==> config.mk <==
export PLATFORM = sky130hd
export DESIGN_NAME = obi_apb_splitter_flat
export DESIGN_NICKNAME = d
export VERILOG_FILES = /design/src/rtl/obi_apb_splitter_pkg.sv /design/src/rtl/obi_apb_splitter_if.sv /design/src/rtl/obi_apb_timeout_cnt.sv /design/src/rtl/obi_apb_splitter.sv /design/src/flat_wrapper.sv
export SDC_FILE = /design/constraint.sdc
export NUM_CORES = 1
export LEC_CHECK = 0
export ABC_AREA = 1
export CAP_MARGIN = 20
export CORE_AREA = 4 4 128 130
export CTS_CLUSTER_DIAMETER = 80
export DETAILED_ROUTE_END_ITERATION = 6
export DIE_AREA = 0 0 132 134
export GPL_TIMING_DRIVEN = 0
export PLACE_DENSITY = 0.83
export REMOVE_ABC_BUFFERS = 1
export SETUP_SLACK_MARGIN = 0.1
export SYNTH_ARGS = -nofsm -noshare
export SYNTH_HDL_FRONTEND = slang
export SYNTH_HIERARCHICAL = 1
export SYNTH_SLANG_ARGS = --single-unit
export TNS_END_PERCENT = 20
==> constraint.sdc <==
create_clock -name clk -period 3.33 [get_ports clk]
set_clock_uncertainty 0.2 [all_clocks]
set_input_delay 0.666 -clock clk [delete_from_list [all_inputs] [get_ports clk]]
set_output_delay 0.666 -clock clk [all_outputs]
set_load 0.02 [all_outputs]
==> src/rtl/obi_apb_splitter_pkg.sv <==
`default_nettype none
// +--------------------------------------------------------------------------+
// | Module   : obi_apb_splitter_pkg                                          |
// | Purpose  : Shared types and the address-decode helper for the OBI-to-APB |
// |            splitter. Provides the FSM state enum, the decode result      |
// |            struct and decode_addr(), which maps an OBI address onto one  |
// |            of N equally sized, contiguous target windows.                |
// | Revision : 1.0 - initial release                                         |
// +--------------------------------------------------------------------------+
package obi_apb_splitter_pkg;

   // Widest target index the splitter supports (up to 16 targets).
   localparam int unsigned c_idx_w_max = 4;

   typedef enum logic [1:0] {
      ST_IDLE   = 2'd0,
      ST_SETUP  = 2'd1,
      ST_ACCESS = 2'd2,
      ST_RESP   = 2'd3
   } state_e;

   typedef struct packed {
      logic                   hit;
      logic [c_idx_w_max-1:0] idx;
   } decode_t;

   // Window i covers [base + i*size, base + (i+1)*size). The arithmetic is
   // done at 64 bits so the window end never wraps for any supported
   // address width; the caller zero-extends the OBI address.
   function automatic decode_t decode_addr(
      input logic [63:0] addr,
      input logic [63:0] base,
      input logic [63:0] size,
      input int unsigned n
   );
      decode_t     d;
      logic [63:0] limit;
      limit = base + (64'(n) * size);
      d.hit = (addr >= base) && (addr < limit);
      d.idx = d.hit ? c_idx_w_max'((addr - base) / size) : '0;
      return d;
   endfunction

endpackage : obi_apb_splitter_pkg
`default_nettype wire

==> src/rtl/obi_apb_splitter_if.sv <==
`default_nettype none
// +--------------------------------------------------------------------------+
// | Module   : obi_apb_splitter_if                                           |
// | Purpose  : Bundles the OBI subordinate port, the shared/per-target APB   |
// |            requester signals and the per-target enable vector of the     |
// |            splitter.                                                     |
// |            slave  : view taken by the splitter (OBI subordinate side,    |
// |                     APB requester side)                                  |
// |            master : view taken by the surrounding system (issues OBI     |
// |                     requests, answers as the APB targets)                |
// | Ports    : obi_* request/response channel with parity companions,        |
// |            ss_ctrl_icn target enables, apb_* shared address/data/control |
// |            plus one-hot psel and per-target prdata/pready/pslverr.       |
// | Revision : 1.0 - initial release                                         |
// +--------------------------------------------------------------------------+
interface obi_apb_splitter_if
   import obi_apb_splitter_pkg::*;
#(
   parameter int unsigned N_TARGETS = 4,
   parameter int unsigned OBI_AW    = 32,
   parameter int unsigned OBI_DW    = 32,
   parameter int unsigned OBI_IDW   = 1,
   parameter int unsigned APB_AW    = 32,
   parameter int unsigned APB_DW    = 32,
   parameter int unsigned SS_CTRL_W = 7
);
   // OBI request channel
   logic                        obi_req;
   logic                        obi_reqpar;
   logic                        obi_gnt;
   logic                        obi_gntpar;
   logic [OBI_AW-1:0]           obi_addr;
   logic                        obi_we;
   logic [OBI_DW/8-1:0]         obi_be;
   logic [OBI_DW-1:0]           obi_wdata;
   logic [OBI_IDW-1:0]          obi_aid;
   // OBI response channel
   logic                        obi_rvalid;
   logic                        obi_rvalidpar;
   logic                        obi_rready;
   logic                        obi_rreadypar;
   logic [OBI_DW-1:0]           obi_rdata;
   logic [OBI_IDW-1:0]          obi_rid;
   logic                        obi_err;
   // Target enables
   logic [SS_CTRL_W-1:0]        ss_ctrl_icn;
   // APB requester side
   logic [APB_AW-1:0]           apb_paddr;
   logic                        apb_pwrite;
   logic [APB_DW-1:0]           apb_pwdata;
   logic [APB_DW/8-1:0]         apb_pstrb;
   logic                        apb_penable;
   logic [N_TARGETS-1:0]        apb_psel;
   logic [N_TARGETS*APB_DW-1:0] apb_prdata;
   logic [N_TARGETS-1:0]        apb_pready;
   logic [N_TARGETS-1:0]        apb_pslverr;

   modport slave (
      input  obi_req, obi_reqpar, obi_addr, obi_we, obi_be, obi_wdata, obi_aid,
      input  obi_rready, obi_rreadypar, ss_ctrl_icn,
      input  apb_prdata, apb_pready, apb_pslverr,
      output obi_gnt, obi_gntpar, obi_rvalid, obi_rvalidpar, obi_rdata, obi_rid,
      output obi_err,
      output apb_paddr, apb_pwrite, apb_pwdata, apb_pstrb, apb_penable, apb_psel
   );

   modport master (
      output obi_req, obi_reqpar, obi_addr, obi_we, obi_be, obi_wdata, obi_aid,
      output obi_rready, obi_rreadypar, ss_ctrl_icn,
      output apb_prdata, apb_pready, apb_pslverr,
      input  obi_gnt, obi_gntpar, obi_rvalid, obi_rvalidpar, obi_rdata, obi_rid,
      input  obi_err,
      input  apb_paddr, apb_pwrite, apb_pwdata, apb_pstrb, apb_penable, apb_psel
   );

endinterface : obi_apb_splitter_if
`default_nettype wire

==> src/rtl/obi_apb_timeout_cnt.sv <==
`default_nettype none
// +--------------------------------------------------------------------------+
// | Module   : obi_apb_timeout_cnt                                           |
// | Purpose  : Counts APB ACCESS cycles and flags the cycle in which the     |
// |            transfer must be abandoned. o_expire is high during the       |
// |            TIMEOUT_CYCLES-th consecutive enabled cycle, so an ACCESS     |
// |            phase lasts at most TIMEOUT_CYCLES cycles. TIMEOUT_CYCLES = 0 |
// |            removes the counter and ties o_expire low.                    |
// | Ports    : clk, reset_n (sync, active low), i_clear (priority clear),    |
// |            i_enable (count this cycle), o_expire (limit reached).        |
// | Revision : 1.0 - initial release                                         |
// +--------------------------------------------------------------------------+
module obi_apb_timeout_cnt
   import obi_apb_splitter_pkg::*;
#(
   parameter int unsigned TIMEOUT_CYCLES = 256
)(
   input  logic clk,
   input  logic reset_n,
   input  logic i_clear,
   input  logic i_enable,
   output logic o_expire
);

   generate
      if (TIMEOUT_CYCLES == 0) begin : g_disabled
         logic w_unused;
         assign w_unused = ^{clk, reset_n, i_clear, i_enable};
         assign o_expire = 1'b0;
      end else begin : g_enabled
         localparam int unsigned c_cnt_w = $clog2(TIMEOUT_CYCLES + 1);
         localparam logic [c_cnt_w-1:0] c_last = c_cnt_w'(TIMEOUT_CYCLES - 1);

         logic [c_cnt_w-1:0] r_cnt;

         always_ff @(posedge clk) begin
            if (!reset_n || i_clear) begin
               r_cnt <= '0;
            end else if (i_enable) begin
               r_cnt <= r_cnt + c_cnt_w'(1);
            end
         end

         // r_cnt holds the number of enabled cycles already elapsed, so the
         // current cycle is the last allowed one when it equals limit-1.
         assign o_expire = i_enable && (r_cnt == c_last);
      end
   endgenerate

endmodule : obi_apb_timeout_cnt
`default_nettype wire

==> src/rtl/obi_apb_splitter.sv <==
`default_nettype none
// +--------------------------------------------------------------------------+
// | Module   : obi_apb_splitter                                              |
// | Purpose  : Bridges one OBI subordinate port onto N_TARGETS APB requester |
// |            ports. Target i owns [ADDR_BASE + i*SS_SIZE, +SS_SIZE). One   |
// |            transaction is outstanding at a time; unmapped or disabled    |
// |            addresses and PREADY timeouts return an OBI error response.   |
// | Ports    : clk, reset_n (synchronous, active low)                        |
// |            bus (obi_apb_splitter_if.slave): OBI req/gnt/r-channel,       |
// |            ss_ctrl_icn target enables, shared APB address/data/control,  |
// |            one-hot apb_psel and per-target prdata/pready/pslverr.        |
// | Revision : 1.0 - initial release                                         |
// +--------------------------------------------------------------------------+
module obi_apb_splitter
   import obi_apb_splitter_pkg::*;
#(
   parameter int unsigned N_TARGETS      = 4,
   parameter int unsigned OBI_AW         = 32,
   parameter int unsigned OBI_DW         = 32,
   parameter int unsigned OBI_IDW        = 1,
   parameter int unsigned APB_AW         = 32,
   parameter int unsigned APB_DW         = 32,
   parameter logic [63:0] ADDR_BASE      = 64'h0105_0000,
   parameter logic [63:0] SS_SIZE        = 64'h1000,
   parameter int unsigned TIMEOUT_CYCLES = 256,
   parameter int unsigned SS_CTRL_W      = 7
)(
   input  logic              clk,
   input  logic              reset_n,
   obi_apb_splitter_if.slave bus
);

   localparam int unsigned c_idx_w = (N_TARGETS > 1) ? $clog2(N_TARGETS) : 1;

   localparam logic [1:0] c_st_idle   = ST_IDLE;
   localparam logic [1:0] c_st_setup  = ST_SETUP;
   localparam logic [1:0] c_st_access = ST_ACCESS;
   localparam logic [1:0] c_st_resp   = ST_RESP;

   // ------------------------------------------------------------------
   // State and registered outputs
   // ------------------------------------------------------------------
   logic [1:0]           r_state;
   logic [c_idx_w-1:0]   r_idx;
   logic [N_TARGETS-1:0] r_psel;
   logic                 r_penable;
   logic                 r_pwrite;
   logic [APB_AW-1:0]    r_paddr;
   logic [APB_DW-1:0]    r_pwdata;
   logic [APB_DW/8-1:0]  r_pstrb;
   logic [OBI_DW-1:0]    r_rdata;
   logic                 r_err;
   logic [OBI_IDW-1:0]   r_rid;

   // ------------------------------------------------------------------
   // Combinational helpers
   // ------------------------------------------------------------------
   decode_t              w_dec;
   logic [c_idx_w-1:0]   w_dec_idx;
   logic [N_TARGETS-1:0] w_dec_onehot;
   logic                 w_target_en;
   logic                 w_gnt;
   logic                 w_in_access;
   logic                 w_expire;
   logic                 w_sel_ready;
   logic                 w_sel_err;
   logic [APB_DW-1:0]    w_sel_rdata;
   logic [APB_DW-1:0]    w_prdata [N_TARGETS];
   logic                 w_unused;

   generate
      for (genvar gi = 0; gi < N_TARGETS; gi++) begin : g_prdata
         assign w_prdata[gi] = bus.apb_prdata[gi*APB_DW +: APB_DW];
      end
   endgenerate

   assign w_dec       = decode_addr(64'(bus.obi_addr), ADDR_BASE, SS_SIZE, N_TARGETS);
   assign w_dec_idx   = w_dec.idx[c_idx_w-1:0];
   assign w_target_en = bus.ss_ctrl_icn[w_dec_idx];

   always_comb begin
      w_dec_onehot            = '0;
      w_dec_onehot[w_dec_idx] = 1'b1;
   end

   // Grant is a pure function of req while idle; reset masks it so nothing
   // can be accepted in the cycle the block is being cleared.
   assign w_gnt = reset_n && (r_state == c_st_idle) && bus.obi_req;

   // Only the target latched at decode is looked at; the other targets'
   // ready/error lines are don't-care.
   assign w_sel_ready = bus.apb_pready[r_idx];
   assign w_sel_err   = bus.apb_pslverr[r_idx];
   assign w_sel_rdata = w_prdata[r_idx];

   assign w_in_access = (r_state == c_st_access);

   obi_apb_timeout_cnt #(
      .TIMEOUT_CYCLES (TIMEOUT_CYCLES)
   ) u_timeout_cnt (
      .clk      (clk),
      .reset_n  (reset_n),
      .i_clear  (!w_in_access),
      .i_enable (w_in_access),
      .o_expire (w_expire)
   );

   // ------------------------------------------------------------------
   // Transfer FSM
   // ------------------------------------------------------------------
   always_ff @(posedge clk) begin
      if (!reset_n) begin
         r_state   <= c_st_idle;
         r_idx     <= '0;
         r_psel    <= '0;
         r_penable <= 1'b0;
         r_pwrite  <= 1'b0;
         r_paddr   <= '0;
         r_pwdata  <= '0;
         r_pstrb   <= '0;
         r_rdata   <= '0;
         r_err     <= 1'b0;
         r_rid     <= '0;
      end else begin
         case (r_state)
            c_st_idle: begin
               if (w_gnt) begin
                  r_rid <= bus.obi_aid;
                  if (w_dec.hit && w_target_en) begin
                     r_idx     <= w_dec_idx;
                     r_psel    <= w_dec_onehot;
                     r_penable <= 1'b0;
                     r_paddr   <= bus.obi_addr[APB_AW-1:0];
                     r_pwrite  <= bus.obi_we;
                     r_pwdata  <= bus.obi_wdata;
                     r_pstrb   <= bus.obi_we ? bus.obi_be : '0;
                     r_state   <= c_st_setup;
                  end else begin
                     // Unmapped or disabled: answer immediately, no APB cycle.
                     r_rdata <= '0;
                     r_err   <= 1'b1;
                     r_state <= c_st_resp;
                  end
               end
            end

            c_st_setup: begin
               r_penable <= 1'b1;
               r_state   <= c_st_access;
            end

            c_st_access: begin
               // A ready arriving in the final allowed cycle still completes
               // the transfer normally.
               if (w_sel_ready) begin
                  r_psel    <= '0;
                  r_penable <= 1'b0;
                  r_rdata   <= r_pwrite ? '0 : w_sel_rdata;
                  r_err     <= w_sel_err;
                  r_state   <= c_st_resp;
               end else if (w_expire) begin
                  r_psel    <= '0;
                  r_penable <= 1'b0;
                  r_rdata   <= '0;
                  r_err     <= 1'b1;
                  r_state   <= c_st_resp;
               end
            end

            c_st_resp: begin
               if (bus.obi_rready) begin
                  r_state <= c_st_idle;
               end
            end

            default: begin
               r_state <= c_st_idle;
            end
         endcase
      end
   end

   // ------------------------------------------------------------------
   // Output mapping
   // ------------------------------------------------------------------
   assign bus.obi_gnt       = w_gnt;
   assign bus.obi_gntpar    = ~w_gnt;
   assign bus.obi_rvalid    = (r_state == c_st_resp);
   assign bus.obi_rvalidpar = ~(r_state == c_st_resp);
   assign bus.obi_rdata     = r_rdata;
   assign bus.obi_rid       = r_rid;
   assign bus.obi_err       = r_err;

   assign bus.apb_paddr     = r_paddr;
   assign bus.apb_pwrite    = r_pwrite;
   assign bus.apb_pwdata    = r_pwdata;
   assign bus.apb_pstrb     = r_pstrb;
   assign bus.apb_penable   = r_penable;
   assign bus.apb_psel      = r_psel;

   // Parity inputs are not checked and enable bits above N_TARGETS are
   // reserved; decode index bits beyond the target count are always zero.
   assign w_unused = ^{bus.obi_reqpar, bus.obi_rreadypar, bus.ss_ctrl_icn, w_dec};

endmodule : obi_apb_splitter
`default_nettype wire

==> src/flat_wrapper.sv <==
// flat-port wrapper written by rule: the top's interface ports become plain ports
module obi_apb_splitter_flat import obi_apb_splitter_pkg::*;
#(
   parameter int unsigned N_TARGETS      = 4,
   parameter int unsigned OBI_AW         = 32,
   parameter int unsigned OBI_DW         = 32,
   parameter int unsigned OBI_IDW        = 1,
   parameter int unsigned APB_AW         = 32,
   parameter int unsigned APB_DW         = 32,
   parameter logic [63:0] ADDR_BASE      = 64'h0105_0000,
   parameter logic [63:0] SS_SIZE        = 64'h1000,
   parameter int unsigned TIMEOUT_CYCLES = 256,
   parameter int unsigned SS_CTRL_W      = 7
)
  (clk, reset_n, bus_obi_req, bus_obi_reqpar, bus_obi_addr, bus_obi_we, bus_obi_be, bus_obi_wdata, bus_obi_aid, bus_obi_rready, bus_obi_rreadypar, bus_ss_ctrl_icn, bus_apb_prdata, bus_apb_pready, bus_apb_pslverr, bus_obi_gnt, bus_obi_gntpar, bus_obi_rvalid, bus_obi_rvalidpar, bus_obi_rdata, bus_obi_rid, bus_obi_err, bus_apb_paddr, bus_apb_pwrite, bus_apb_pwdata, bus_apb_pstrb, bus_apb_penable, bus_apb_psel);
  obi_apb_splitter_if #(.N_TARGETS(N_TARGETS), .OBI_AW(OBI_AW), .OBI_DW(OBI_DW), .OBI_IDW(OBI_IDW), .APB_AW(APB_AW), .APB_DW(APB_DW), .SS_CTRL_W(SS_CTRL_W)) bus_i ();
  input  logic clk;
  input  logic reset_n;
  input wire logic [$bits(bus_i.obi_req)-1:0] bus_obi_req;
  input wire logic [$bits(bus_i.obi_reqpar)-1:0] bus_obi_reqpar;
  input wire logic [$bits(bus_i.obi_addr)-1:0] bus_obi_addr;
  input wire logic [$bits(bus_i.obi_we)-1:0] bus_obi_we;
  input wire logic [$bits(bus_i.obi_be)-1:0] bus_obi_be;
  input wire logic [$bits(bus_i.obi_wdata)-1:0] bus_obi_wdata;
  input wire logic [$bits(bus_i.obi_aid)-1:0] bus_obi_aid;
  input wire logic [$bits(bus_i.obi_rready)-1:0] bus_obi_rready;
  input wire logic [$bits(bus_i.obi_rreadypar)-1:0] bus_obi_rreadypar;
  input wire logic [$bits(bus_i.ss_ctrl_icn)-1:0] bus_ss_ctrl_icn;
  input wire logic [$bits(bus_i.apb_prdata)-1:0] bus_apb_prdata;
  input wire logic [$bits(bus_i.apb_pready)-1:0] bus_apb_pready;
  input wire logic [$bits(bus_i.apb_pslverr)-1:0] bus_apb_pslverr;
  output wire logic [$bits(bus_i.obi_gnt)-1:0] bus_obi_gnt;
  output wire logic [$bits(bus_i.obi_gntpar)-1:0] bus_obi_gntpar;
  output wire logic [$bits(bus_i.obi_rvalid)-1:0] bus_obi_rvalid;
  output wire logic [$bits(bus_i.obi_rvalidpar)-1:0] bus_obi_rvalidpar;
  output wire logic [$bits(bus_i.obi_rdata)-1:0] bus_obi_rdata;
  output wire logic [$bits(bus_i.obi_rid)-1:0] bus_obi_rid;
  output wire logic [$bits(bus_i.obi_err)-1:0] bus_obi_err;
  output wire logic [$bits(bus_i.apb_paddr)-1:0] bus_apb_paddr;
  output wire logic [$bits(bus_i.apb_pwrite)-1:0] bus_apb_pwrite;
  output wire logic [$bits(bus_i.apb_pwdata)-1:0] bus_apb_pwdata;
  output wire logic [$bits(bus_i.apb_pstrb)-1:0] bus_apb_pstrb;
  output wire logic [$bits(bus_i.apb_penable)-1:0] bus_apb_penable;
  output wire logic [$bits(bus_i.apb_psel)-1:0] bus_apb_psel;
  assign bus_i.obi_req = bus_obi_req;
  assign bus_i.obi_reqpar = bus_obi_reqpar;
  assign bus_i.obi_addr = bus_obi_addr;
  assign bus_i.obi_we = bus_obi_we;
  assign bus_i.obi_be = bus_obi_be;
  assign bus_i.obi_wdata = bus_obi_wdata;
  assign bus_i.obi_aid = bus_obi_aid;
  assign bus_i.obi_rready = bus_obi_rready;
  assign bus_i.obi_rreadypar = bus_obi_rreadypar;
  assign bus_i.ss_ctrl_icn = bus_ss_ctrl_icn;
  assign bus_i.apb_prdata = bus_apb_prdata;
  assign bus_i.apb_pready = bus_apb_pready;
  assign bus_i.apb_pslverr = bus_apb_pslverr;
  assign bus_obi_gnt = bus_i.obi_gnt;
  assign bus_obi_gntpar = bus_i.obi_gntpar;
  assign bus_obi_rvalid = bus_i.obi_rvalid;
  assign bus_obi_rvalidpar = bus_i.obi_rvalidpar;
  assign bus_obi_rdata = bus_i.obi_rdata;
  assign bus_obi_rid = bus_i.obi_rid;
  assign bus_obi_err = bus_i.obi_err;
  assign bus_apb_paddr = bus_i.apb_paddr;
  assign bus_apb_pwrite = bus_i.apb_pwrite;
  assign bus_apb_pwdata = bus_i.apb_pwdata;
  assign bus_apb_pstrb = bus_i.apb_pstrb;
  assign bus_apb_penable = bus_i.apb_penable;
  assign bus_apb_psel = bus_i.apb_psel;
  obi_apb_splitter #(.N_TARGETS(N_TARGETS), .OBI_AW(OBI_AW), .OBI_DW(OBI_DW), .OBI_IDW(OBI_IDW), .APB_AW(APB_AW), .APB_DW(APB_DW), .ADDR_BASE(ADDR_BASE), .SS_SIZE(SS_SIZE), .TIMEOUT_CYCLES(TIMEOUT_CYCLES), .SS_CTRL_W(SS_CTRL_W)) u_core (.clk(clk), .reset_n(reset_n), .bus(bus_i));
endmodule
## Word-level counts from Yosys, hierarchy flattened

Index checks and enable logic that the tools add are counted.

| cells by class | value |
|---|---|
| $add $sub $neg | 2 |
| magnitude comparators | 7 |
| equality and inequality tests | 9 |
| muxes and demuxes | 40 |
| bitwise logic cells | 3 |
| reduce and logical (&&, ||, !) cells | 18 |

Operators with widths:

| operator | count |
|---|---|
| 32-bit 2-to-1 mux | 7 |
| 32-bit binary-select mux with 2-bit select | 1 |
| 32-bit one-hot mux with 2 select lines | 1 |
| 32-bit by 25-bit >= comparator with 1-bit output (second input constant) | 1 |
| 32-bit by 25-bit less-than comparator with 1-bit output (second input constant) | 1 |
| 4-bit 2-to-1 mux | 5 |
| 14-bit by 1-bit subtractor with 14-bit output (second input constant) | 1 |
| 1-bit 2-to-1 mux | 12 |
| 2-bit 2-to-1 mux | 6 |
| 4-bit AND reduction | 3 |
| 9-bit by 1-bit adder with 9-bit output (second input constant) | 1 |
| 9-bit by 8-bit equality test with 1-bit output (second input constant) | 1 |
| 2-bit one-hot mux with 4 select lines | 1 |
| 4-bit one-hot mux with 2 select lines | 1 |
| 1-bit binary-select mux with 2-bit select | 3 |
| 1-bit logical AND | 6 |
| 2-bit by 3-bit less-than comparator with 1-bit output (second input constant) | 2 |
| 2-bit != test (second input constant) | 3 |
| 3-bit AND reduction | 2 |
| 2-bit equality test (second input constant) | 2 |
| 2-bit by 4-bit less-than comparator with 1-bit output (second input constant) | 1 |
| 3-bit >= comparator (second input constant) | 1 |
| 3-bit by 1-bit != test with 1-bit output (second input constant) | 1 |
| 2-bit NOT with 3-bit output | 1 |
| other kinds (13) | 15 |

| storage, ports and cells | value |
|---|---|
| bits in registers | 121 |
| input port bits | 219 |
| output and inout bits | 112 |
| logic and storage cells | 91 |

## Longest topological paths before layout

Gate-level depths: netlist (run 1).

| depth | value |
|---|---|
| word-level depth | 10 |
| gate-level depth with buffers | 17 |
| mapped depth without buffers | 15 |

## By module

The synthesis (run 1) kept the hierarchy.

By module, submodules not included:

| module | times used | cells an instance | area each (µm²) | sequential area each (µm²) |
|---|---|---|---|---|
| obi_apb_splitter | 1 | 839 | 5629.1 | 2242.2 |
| obi_apb_timeout_cnt | 1 | 61 | 454.2 | 180.2 |

## Worst setup path before layout (run 1)

Ideal clock, no wire load.

| timing | value |
|---|---|
| kind | input-to-output |
| start point | input port reset_n |
| end point | output port bus_obi_gnt |
| arrival | 1.747 ns |
| data required time | 2.464 ns |
| slack | 0.717 ns |
| stages on the path | 5 |
| buffers on the path | 3 |
| cell sequence | buf_2 inv_2 nor2_2 clkbuf_1 clkbuf_1 |

| on the way | value |
|---|---|
| word-level cells in the longest chain between the ends | 2 |

RTL lines:

| element | RTL line | RTL |
|---|---|---|
| start, declared | flat_wrapper.sv:18 | `input logic reset_n;` |
| 1-bit logical AND (2 in series) | obi_apb_splitter.sv:88 | `assign w_gnt = reset_n && (r_state == c_st_idle) && bus.obi_req;` |
| end, declared | flat_wrapper.sv:32 | `output wire logic [$bits(bus_i.obi_gnt)-1:0] bus_obi_gnt;` |

No other way between the ends.

## Final worst setup path (run 1)

| timing | value |
|---|---|
| start point | input port reset_n |
| end point | output port bus_obi_gntpar |

| on the way | value |
|---|---|
| word-level cells in the longest chain between the ends | 3 |

RTL lines:

| element | RTL line | RTL |
|---|---|---|
| 1-bit logical AND (2 in series) | obi_apb_splitter.sv:88 |  |
| 1-bit NOT | obi_apb_splitter.sv:187 | `assign bus.obi_gntpar = ~w_gnt;` |
| end, declared | flat_wrapper.sv:33 | `output wire logic [$bits(bus_i.obi_gntpar)-1:0] bus_obi_gntpar;` |

No other way between the ends.

==> impl_metrics.json, run 1 <==
{
  "path_clk_slew_ns": 0.05,
  "timing.final.ws_setup_ns": 0.205,
  "async_flop_share": 0,
  "wl_per_cell_microns": 16.1,
  "antenna_found_initial": 0,
  "synth_compound_area_frac": 0.134,
  "relSlewSlack": 0.473,
  "worstSetupStartpointType": "input port",
  "tightest_slew_ns": 0.790,
  "cts.sinks": 121,
  "yosys.area_share.xor_xnor": 0,
  "endpoint_kind": "primary output",
  "synth_top_family_by_area": "simple AND/OR/NAND/NOR gates",
  "synth_seq_area_share": 0.398,
  "grt_pass1_vias": 6786,
  "highest_layer": "met4",
  "cpMostUsedCell": "inv_2",
  "synth_simple_gate_area_share": 0.362,
  "fp.dieH_microns": 134,
  "drive_above_1_share": 0.0870,
  "cts.path.max_buffers": 2,
  "status": "completed",
  "drv_cap": 0,
  "synthMuxAreaShare": 0,
  "netlist_top_cells_count": "nand2_1 (161), nor2_1 (141), nand3_1 (135)",
  "synth_most_common_cell": "nand2_1",
  "synth-seq-cells": 121,
  "reg2reg_to": "u_core/bus.obi_rdata[29]$_SDFFE_PN0P_",
  "grt_use_total": 0.244,
  "chipWidth_microns": 132,
  "synthTopCellsByArea": "dfxtp_1 (40%), nand3_1 (11%), nand2_1 (9.9%)",
  "ir_worst_vdd_mv": 0.438,
  "dp_slack_ns": -0.637,
  "drc_errors": 0,
  "place_area_sq_um": 9400,
  "stdcell_area_sq_um": 10200,
  "grt_pass1_wl_mm": 35.1,
  "min_from": "u_core/bus.apb_paddr[18]$_SDFFE_PN0P_",
  "hold_path_class": "flip-flop to flip-flop",
  "hold_buffers": 0,
  "die_area_sq_um": 17700,
  "leakagePower_uw": 0.00426,
  "p_per_area_nw_per_um2": 552,
  "fin_crit_ns": 3.12,
  "grt_max_degree": 69,
  "coreArea_sq_um": 15100,
  "path_delay_family": "buffers and inverters",
  "finalCritPeriodShare": 0.938,
  "fmax_ghz": 0.320,
  "root_buffer": "clkbuf_16",
  "path_buf_inv": 5,
  "criticalPathCategory": "input port to primary output",
  "antenna_cells": 0,
  "r2r_cells": 13,
  "hold_end": "u_core/bus.apb_paddr[18]$_SDFFE_PN0P_",
  "timing.final.hold_violations": 0,
  "hold_path_depth": 2,
  "gp_congestion": 0.836,
  "synth_top_cell_area_share": 0.398,
  "r2r-start": "u_core/r_idx[0]$_SDFFE_PN0P_",
  "area_growth_pct": 66.9,
  "report.final.setup_viol": 0,
  "dp_hpwl_mm": 16.3,
  "wl_met1_mm": 8.83,
  "report.final.slew_viol_count": 0,
  "clock_latency_ns": 0.41,
  "synth-main-ff-cell": "dfxtp_1",
  "path_cells": "buf_8, buf_16, inv_2, nor2_4, inv_2, clkdlybuf4s50_1",
  "yosys_warnings": 6,
  "via_per_inst": 5.09,
  "synth_edf_count": 0,
  "avgSynthCellArea_sq_um": 6.76,
  "drtIter0Drc": 358,
  "required_ns": 2.46,
  "port-buffer-count": 325,
  "vias": 7094,
  "slowest_delay_ns": 0.57,
  "ff2ff_setup_slack_ns": 0.42,
  "ant_nets": 0,
  "boundaryPins": 331,
  "gr-total-overflow": 0,
  "nNetsFinal": 1419,
  "start_util": 0.402,
  "cts_tree": "yes",
  "htreeDepth": 4,
  "syn_inst": 900,
  "cp_max_fo": 35,
  "yosys.area.top_type": "dfxtp_1",
  "synth_fa_ha_area_frac": 0.0123,
  "critical_path.slowest_cell": "clkdlybuf4s50_1",
  "first_pass_iters": 5,
  "arrival_ns": 2.26,
  "ys_types": 33,
  "dr_wl_met2_mm": 11.1,
  "row_count": 45,
  "netlist_area_sq_um": 6080,
  "numCtsBuffers": 17,
  "fill_cells": 1291,
  "rsz0062_at_grt": "no",
  "routed-wl-met3_mm": 2.21,
  "drt-total-wl_mm": 22.5
}
kinds of logic after synthesis:
kind of cell    after synthesis
buf+inv                     131
compound gates              152
flops                       121
simple gates                490
fa+ha+maj                     6
worst reg2reg max path: stages, from the launching register on:
cell     delay, ns
dfxtp_2       0.56
buf_12        0.29
inv_8         0.17
nand2_1       0.13
nand3_1       0.06
nand2_1       0.14
nor3b_1       0.31
a21oi_2       0.08
inv_2         0.13
nor2_4        0.09
nand2_8       0.26
inv_2         0.19
nor2_1        0.14
nor2_1        0.05
registers in the layout, indices dropped and copies added (netlist names):
register	count
u_core/bus.apb_paddr	32
u_core/bus.apb_pwrite	1
u_core/bus.obi_rdata	32
u_core/bus.apb_pwdata	32
u_core/bus.apb_penable	1
u_core/r_idx	2
u_core/bus.apb_pstrb	4
u_core/bus.apb_psel	4
u_core/bus.obi_err	1
u_core/bus.obi_rid	1
u_core/r_state	2
u_core/u_timeout_cnt/g_enabled.r_cnt	9
layout by cell type (no fill, tap or decap), types with 2 or more instances in the layout:
master           count
buf_12               3
clkbuf_16           17
nand2_1            161
clkinv_4             3
nor2_2              13
nor2_1             140
clkdlybuf4s50_1    323
ha_1                 5
nor2_4               8
nor3_1               2
nand3_1            135
o211ai_1             2
dfxtp_2              2
nand2_2             21
inv_2                7
buf_8                2
inv_6                3
o21ai_0             71
buf_4                4
clkinv_2             2
buf_16               2
inv_1               60
bufinv_16            4
o22ai_1             33
nor3b_1              2
dfxtp_1            119
nand2_8              2
clkinvlp_4           3
a21oi_1             42
nand4_1              3
worst max path at each step:
stage                     cells past startpoint                      startpoint  slack [ns]                                     end
after floorplan                              12  u_core/r_state[0]$_SDFFE_PN0P_       -0.35   u_core/bus.obi_rdata[11]$_SDFFE_PN0P_
after global placement                       11                         reset_n       -5.20   u_core/bus.obi_rdata[12]$_SDFFE_PN0P_
after detailed placement                     14                bus_obi_addr[21]       -0.64  u_core/bus.apb_pwdata[21]$_SDFFE_PN0P_
after CTS                                    13    u_core/r_idx[0]$_SDFFE_PN0P_        0.11   u_core/bus.obi_rdata[30]$_SDFFE_PN0P_
after global routing                         15                bus_obi_addr[19]        0.13   u_core/bus.obi_rdata[24]$_SDFFE_PN0P_
final                                         6                         reset_n        0.21                          bus_obi_gntpar
routing by layer:
metal / vias up / GRT usage
li1: 3529 / -
met1: 3249 / 0.278
met2: 291 / 0.430
met3: 25 / 0.0911
met4: 0 / 0.0659
met5: - / 0
cell type report:
type,count,area [sq um],area share
repair buffers,336,3450,0.340
clock buffers,18,439,0.0433
multi-input cells,649,3140,0.309
clock inverters,14,196,0.0193
well taps,188,235,0.0232
inverters,69,272,0.0267
flip-flops and latches,121,2420,0.239
where the power goes:
group / switching [uW] / internal (uW)
clock network: 693 / 1280
logic: 1080 / 859
registers: 85.6 / 1610
per-stage QoR:
stage	setup TNS (ns)	utilization	cells	hold WS [ns]	total power (uW)
3_5_place_dp	-53.59	0.621	1357	0.233	3560
5_1_grt	0	0.670	1395	0.266	5890
2_1_floorplan	-11.61	-	838	0.237	2750
3_3_place_gp	-587.25	0.612	1351	0.230	3510
4_1_cts	0	0.667	1391	0.250	5580
6_report	0	0.670	1395	0.248	5600
repair_timing:
action / in CTS / in global routing
setup endpoints to repair: 106 / 83
setup buffers: 0 / 4
pin swaps: 1 / 1
cloned: 2 / 0
resized for setup: 9 / 5
endpoints found under the hold margin: 0 / 0
No activity file was read; power rests on OpenSTA's default activity.
==> inputs of run 2 (changes only) <==
--- a/config.mk
+++ b/config.mk
@@ -19,4 +19,4 @@
 export SYNTH_HDL_FRONTEND = slang
 export SYNTH_HIERARCHICAL = 1
 export SYNTH_SLANG_ARGS = --single-unit
-export TNS_END_PERCENT = 20
+export TNS_END_PERCENT = 10
==> run 2 against run 1 <==
  * Sequential power about the same
  * Count of clock-buffer cells in the layout stayed put
  * Total power about the same
  * Largest cell class unchanged
  * Critical path depth unchanged
==> impl_metrics.json, run 2 (synthesis results as in run 1) <==
{
  "fmax_ghz": 0.321,
  "area_growth_pct": 66.8,
  "die_area_sq_um": 17700,
  "tightest_slew_ns": 0.790,
  "hold_path_class": "flip-flop to flip-flop",
  "grt_max_degree": 69,
  "fill_cells": 1290,
  "vias": 7102,
  "cts_tree": "yes",
  "criticalPathCategory": "input port to primary output",
  "gp_congestion": 0.836,
  "multi_input_area_sq_um": 3130,
  "final_cell_mix": "clkdlybuf4s50_1 (323), nand2_1 (161), nor2_1 (140), nand3_1 (135), dfxtp_1 (119)",
  "grt_pass1_vias": 6786,
  "hold_buffers": 0,
  "drv_cap": 0,
  "clock_latency_ns": 0.41,
  "antenna_cells": 0,
  "final_common_cell": "clkdlybuf4s50_1",
  "path_clk_slew_ns": 0.05,
  "root_buffer": "clkbuf_16",
  "via_per_inst": 5.09,
  "grt_pass1_wl_mm": 35.1,
  "start_util": 0.402,
  "worstSetupStartpointType": "input port",
  "cts.path.max_buffers": 2,
  "dp_hpwl_mm": 16.3,
  "dp_slack_ns": -0.637,
  "chipWidth_microns": 132,
  "drive_above_1_share": 0.0862,
  "utilization": 0.670,
  "r2r-start": "u_core/r_idx[0]$_SDFFE_PN0P_",
  "report.final.slew_viol_count": 0,
  "gr-total-overflow": 0,
  "drc_errors": 0,
  "port-buffer-count": 325,
  "setup.worst_path.start": "reset_n",
  "first_pass_iters": 5,
  "row_count": 45,
  "htreeDepth": 4,
  "ir_worst_vdd_mv": 0.438,
  "arrival_ns": 2.25,
  "required_ns": 2.46,
  "drt-total-wl_mm": 22.4,
  "rsz0062_at_grt": "yes",
  "finalCritPeriodShare": 0.937,
  "ant_nets": 0,
  "coreArea_sq_um": 15100,
  "cts.sinks": 121,
  "nNetsFinal": 1419,
  "relSlewSlack": 0.473,
  "numCtsBuffers": 17,
  "wl_per_cell_microns": 16.1,
  "status": "completed",
  "cp_max_fo": 35,
  "ff_latch_area_sq_um": 2420,
  "fp.dieH_microns": 134,
  "p_per_area_nw_per_um2": 552,
  "report.final.setup_viol": 0,
  "endpoint_kind": "primary output",
  "drtIter0Drc": 355,
  "min_from": "u_core/bus.apb_paddr[18]$_SDFFE_PN0P_",
  "leakagePower_uw": 0.00426,
  "antenna_found_initial": 0,
  "timing.final.hold_violations": 0,
  "fin_crit_ns": 3.12,
  "grt_use_total": 0.244,
  "timing.final.ws_setup_ns": 0.211,
  "boundaryPins": 331
}
run 2: layout make-up:
| type | count | share of cell area |
|---|---|---|
| clock buffer | 18 | 0.0433 |
| clock inverter | 14 | 0.0194 |
| inverter | 69 | 0.0268 |
| multi-input combinational | 649 | 0.309 |
| sequential | 121 | 0.239 |
| tap | 188 | 0.0232 |
| timing repair buffer | 336 | 0.340 |
run 2: worst max-delay path, cell delays in order:
cell and delay [ns]:
buf_8 0.24, buf_16 0.23, inv_2 0.17, nor2_4 0.25, inv_2 0.10, clkdlybuf4s50_1 0.57
run 2: per-layer routing:
layer  vias up  track usage  wire length [microns]
met3        25       0.0911                   2200
met1      3252        0.278                   8830
met4         0       0.0659                    329
met5         -            0                      0
li1       3530            -                      -
met2       295        0.430                  11100
run 2: repair_timing:
item / 4_1_cts / 5_1_grt
setup buffers: 0 / 4
setup endpoints to repair: 106 / 83
pin swaps: 1 / 1
resized for setup: 9 / 4
gates cloned: 2 / 0
run 2: worst paths after layout:
path	to	slack (ns)	depth (start not counted)
setup / recovery	bus_obi_gntpar	0.21	6
hold / removal	u_core/bus.apb_paddr[18]$_SDFFE_PN0P_	0.25	2
setup reg to reg	u_core/bus.obi_rdata[29]$_SDFFE_PN0P_	0.44	13
hold reg to reg	u_core/bus.apb_paddr[18]$_SDFFE_PN0P_	0.25	2
run 2: metrics by stage:
stage                     hold slack (ns)  cells  power [uW]  setup TNS, ns  cell area (sq um)
after CTS                           0.250   1391        5580              0              10100
after global placement              0.230   1351        3510        -587.25               9260
final                               0.248   1395        5600              0              10100
after detailed placement            0.233   1357        3560         -53.59               9400
after global routing                0.266   1395        5890              0              10100
after floorplan                     0.237    838        2750         -11.61               5770
run 2: power breakdown:
| group | leakage (uW) | total (uW) | internal (uW) | switching (uW) |
|---|---|---|---|---|
| clock network | 0.000303 | 1970 | 1280 | 694 |
| registers | 0.000982 | 1690 | 1610 | 85.5 |
| logic | 0.00298 | 1940 | 859 | 1080 |
| total | 0.00426 | 5600 | 3740 | 1860 |
==> inputs of run 3 (changes only) <==
--- a/config.mk
+++ b/config.mk
@@ -7,12 +7,12 @@
 export LEC_CHECK = 0
 export ABC_AREA = 1
 export CAP_MARGIN = 20
-export CORE_AREA = 4 4 128 130
+export CORE_AREA = 10 10 130 132
 export CTS_CLUSTER_DIAMETER = 80
 export DETAILED_ROUTE_END_ITERATION = 6
-export DIE_AREA = 0 0 132 134
+export DIE_AREA = 0 0 140 142
 export GPL_TIMING_DRIVEN = 0
-export PLACE_DENSITY = 0.83
+export PLACE_DENSITY = 0.92
 export REMOVE_ABC_BUFFERS = 1
 export SETUP_SLACK_MARGIN = 0.1
 export SYNTH_ARGS = -nofsm -noshare
==> run 3 against run 2 <==
  * Final area about the same
  * Count of clock-buffer cells in the layout is 2 higher
  * Flip-flop and latch count is the same
  * Die area rose by 12%
  * Global-route usage shrank 0.52 points
  * Sequential power is essentially flat
  * Critical endpoint unchanged
  * First-iteration DRC count increased by 48%
  * Clock power is 4% higher
  * Critical path depth unchanged
  * Non-clock buffer count decreased by 2
  * Fmax is 1.3% lower
  * Largest power group unchanged
  * Total power rose by 1.7%
==> impl_metrics.json, run 3 (synthesis results as in run 1) <==
{
  "cts.sinks": 121,
  "fin_crit_ns": 3.16,
  "p_per_area_nw_per_um2": 562,
  "worstSetupStartpointType": "input port",
  "reg2reg_to": "u_core/bus.obi_rdata[4]$_SDFFE_PN0P_",
  "area_growth_pct": 66.7,
  "leakagePower_uw": 0.00426,
  "endpoint_kind": "primary output",
  "p_sw_frac": 0.327,
  "stdcell_area_sq_um": 10100,
  "root_buffer": "clkbuf_16",
  "drtIter0Drc": 526,
  "boundaryPins": 331,
  "fmax_ghz": 0.316,
  "fp.dieH_microns": 142,
  "cts_tree": "yes",
  "grt_pass1_wl_mm": 38.2,
  "port-buffer-count": 325,
  "dp_hpwl_mm": 18.5,
  "fill_cells": 1092,
  "status": "completed",
  "p_sw_uw": 1860,
  "p_clk_frac": 0.360,
  "rsz0062_at_grt": "yes",
  "coreArea_sq_um": 14300,
  "hold_path_class": "flip-flop to flip-flop",
  "wl_per_cell_microns": 18.0,
  "nNetsFinal": 1417,
  "grt_max_degree": 70,
  "vias": 7232,
  "dp_cells": 1353,
  "via_per_inst": 5.21,
  "min_from": "u_core/bus.apb_paddr[24]$_SDFFE_PN0P_",
  "row_count": 44,
  "hold_ws_ns": 0.244,
  "tightest_slew_ns": 0.749,
  "final_common_cell": "clkdlybuf4s50_1",
  "finalCritPeriodShare": 0.949,
  "report.final.slew_viol_count": 0,
  "drive_above_1_share": 0.0831,
  "start_util": 0.425,
  "hold_end": "u_core/bus.apb_paddr[24]$_SDFFE_PN0P_",
  "p_comb_frac": 0.343,
  "chipWidth_microns": 140,
  "required_ns": 2.46,
  "numCtsBuffers": 17,
  "arrival_ns": 2.30,
  "ir_worst_vdd_mv": 0.432,
  "criticalPathCategory": "input port to primary output",
  "report.final.setup_viol": 0,
  "clock_latency_ns": 0.41,
  "hold_path_depth": 2,
  "first_pass_iters": 6,
  "gp_congestion": 0.860,
  "grt_pass1_vias": 6988,
  "r2r-start": "u_core/r_idx[0]$_SDFFE_PN0P_",
  "fin_tns_setup_ns": 0,
  "path_clk_slew_ns": 0.05,
  "drt-total-wl_mm": 25.0,
  "timing.final.hold_violations": 0,
  "drc_errors": 0,
  "antenna_found_initial": 1,
  "grt_use_total": 0.239,
  "hold_buffers": 0,
  "place_area_sq_um": 9410,
  "cp_max_fo": 69,
  "die_area_sq_um": 19900,
  "p_int_uw": 3830,
  "fin_cells": 1389,
  "ant_nets": 0,
  "htreeDepth": 4,
  "drv_cap": 0,
  "final_cell_mix": "clkdlybuf4s50_1 (323), nand2_1 (161), nor2_1 (140), nand3_1 (135), dfxtp_1 (119)",
  "relSlewSlack": 0.500,
  "cts.path.max_buffers": 2,
  "ff2ff_setup_slack_ns": 0.40,
  "gr-total-overflow": 0,
  "seqPwrFrac": 0.297,
  "r2r_cells": 13
}
## run 3: cell count changes in the layout (fill, tap and decap cells not counted), sizes merged
cell      change
clkbuf        +2
inv           -1
diode         +1
buf           -1
bufbuf        -1
clkinv        -2
bufinv        +1
clkinvlp      -1
## run 3: layout make-up
cell class / count / area, sq um / share of cell area
Timing Repair Buffer: 334 / 3420 / 0.337
Multi-Input combinational cell: 649 / 3130 / 0.309
Sequential cell: 121 / 2420 / 0.239
Clock buffer: 20 / 467 / 0.0460
Inverter: 69 / 272 / 0.0268
Tap cell: 184 / 230 / 0.0227
Clock inverter: 11 / 193 / 0.0190
Antenna cell: 1 / 2.50 / 0.000247
## run 3: power groups by stage
stage	clock network [uW]	registers [uW]	logic [uW]
2_1_floorplan	0	1880	877
3_3_place_gp	0	1710	1800
3_5_place_dp	0	1720	1870
4_1_cts	2080	1690	1920
5_1_grt	2140	1700	2140
6_report	2050	1690	1950
## run 3: through the flow
stage / util / power (uW) / setup slack (ns)
6_report: 0.708 / 5690 / 0.169
5_1_grt: 0.708 / 5980 / 0.0683
4_1_cts: 0.706 / 5690 / 0.124
3_5_place_dp: 0.657 / 3590 / -0.800
3_3_place_gp: 0.647 / 3510 / -5.18
2_1_floorplan: - / 2750 / -0.354
## run 3: how the worst max path moves through the flow
stage | start | to | slack (ns) | cells after the start
after detailed placement | bus_obi_addr[21] | u_core/r_idx[1]$_SDFFE_PN0P_ | -0.80 | 14
after global placement | reset_n | u_core/bus.obi_rdata[27]$_SDFFE_PN0P_ | -5.18 | 11
final | reset_n | bus_obi_gntpar | 0.17 | 6
after global routing | reset_n | bus_obi_gntpar | 0.07 | 6
after CTS | u_core/r_idx[0]$_SDFFE_PN0P_ | u_core/bus.obi_rdata[4]$_SDFFE_PN0P_ | 0.12 | 13
after floorplan | u_core/r_state[0]$_SDFFE_PN0P_ | u_core/bus.obi_rdata[11]$_SDFFE_PN0P_ | -0.35 | 12
## run 3: critical path, stage by stage
cell	delay, ns
buf_8	0.22
buf_16	0.29
inv_2	0.21
nor2_4	0.19
inv_2	0.09
clkdlybuf4s50_1	0.57
## run 3: routing by layer
layer	global-route usage	part of all wire
met5	0	0
met4	0.0832	0.019
met3	0.0938	0.12
met2	0.405	0.49
met1	0.268	0.37
## run 3: what timing repair did
action,CTS,global route
endpoints found under the hold margin,0,0
setup buffers,1,2
cloned,1,0
gates resized for setup,8,4
setup endpoints to repair,107,80
pin swaps,2,1
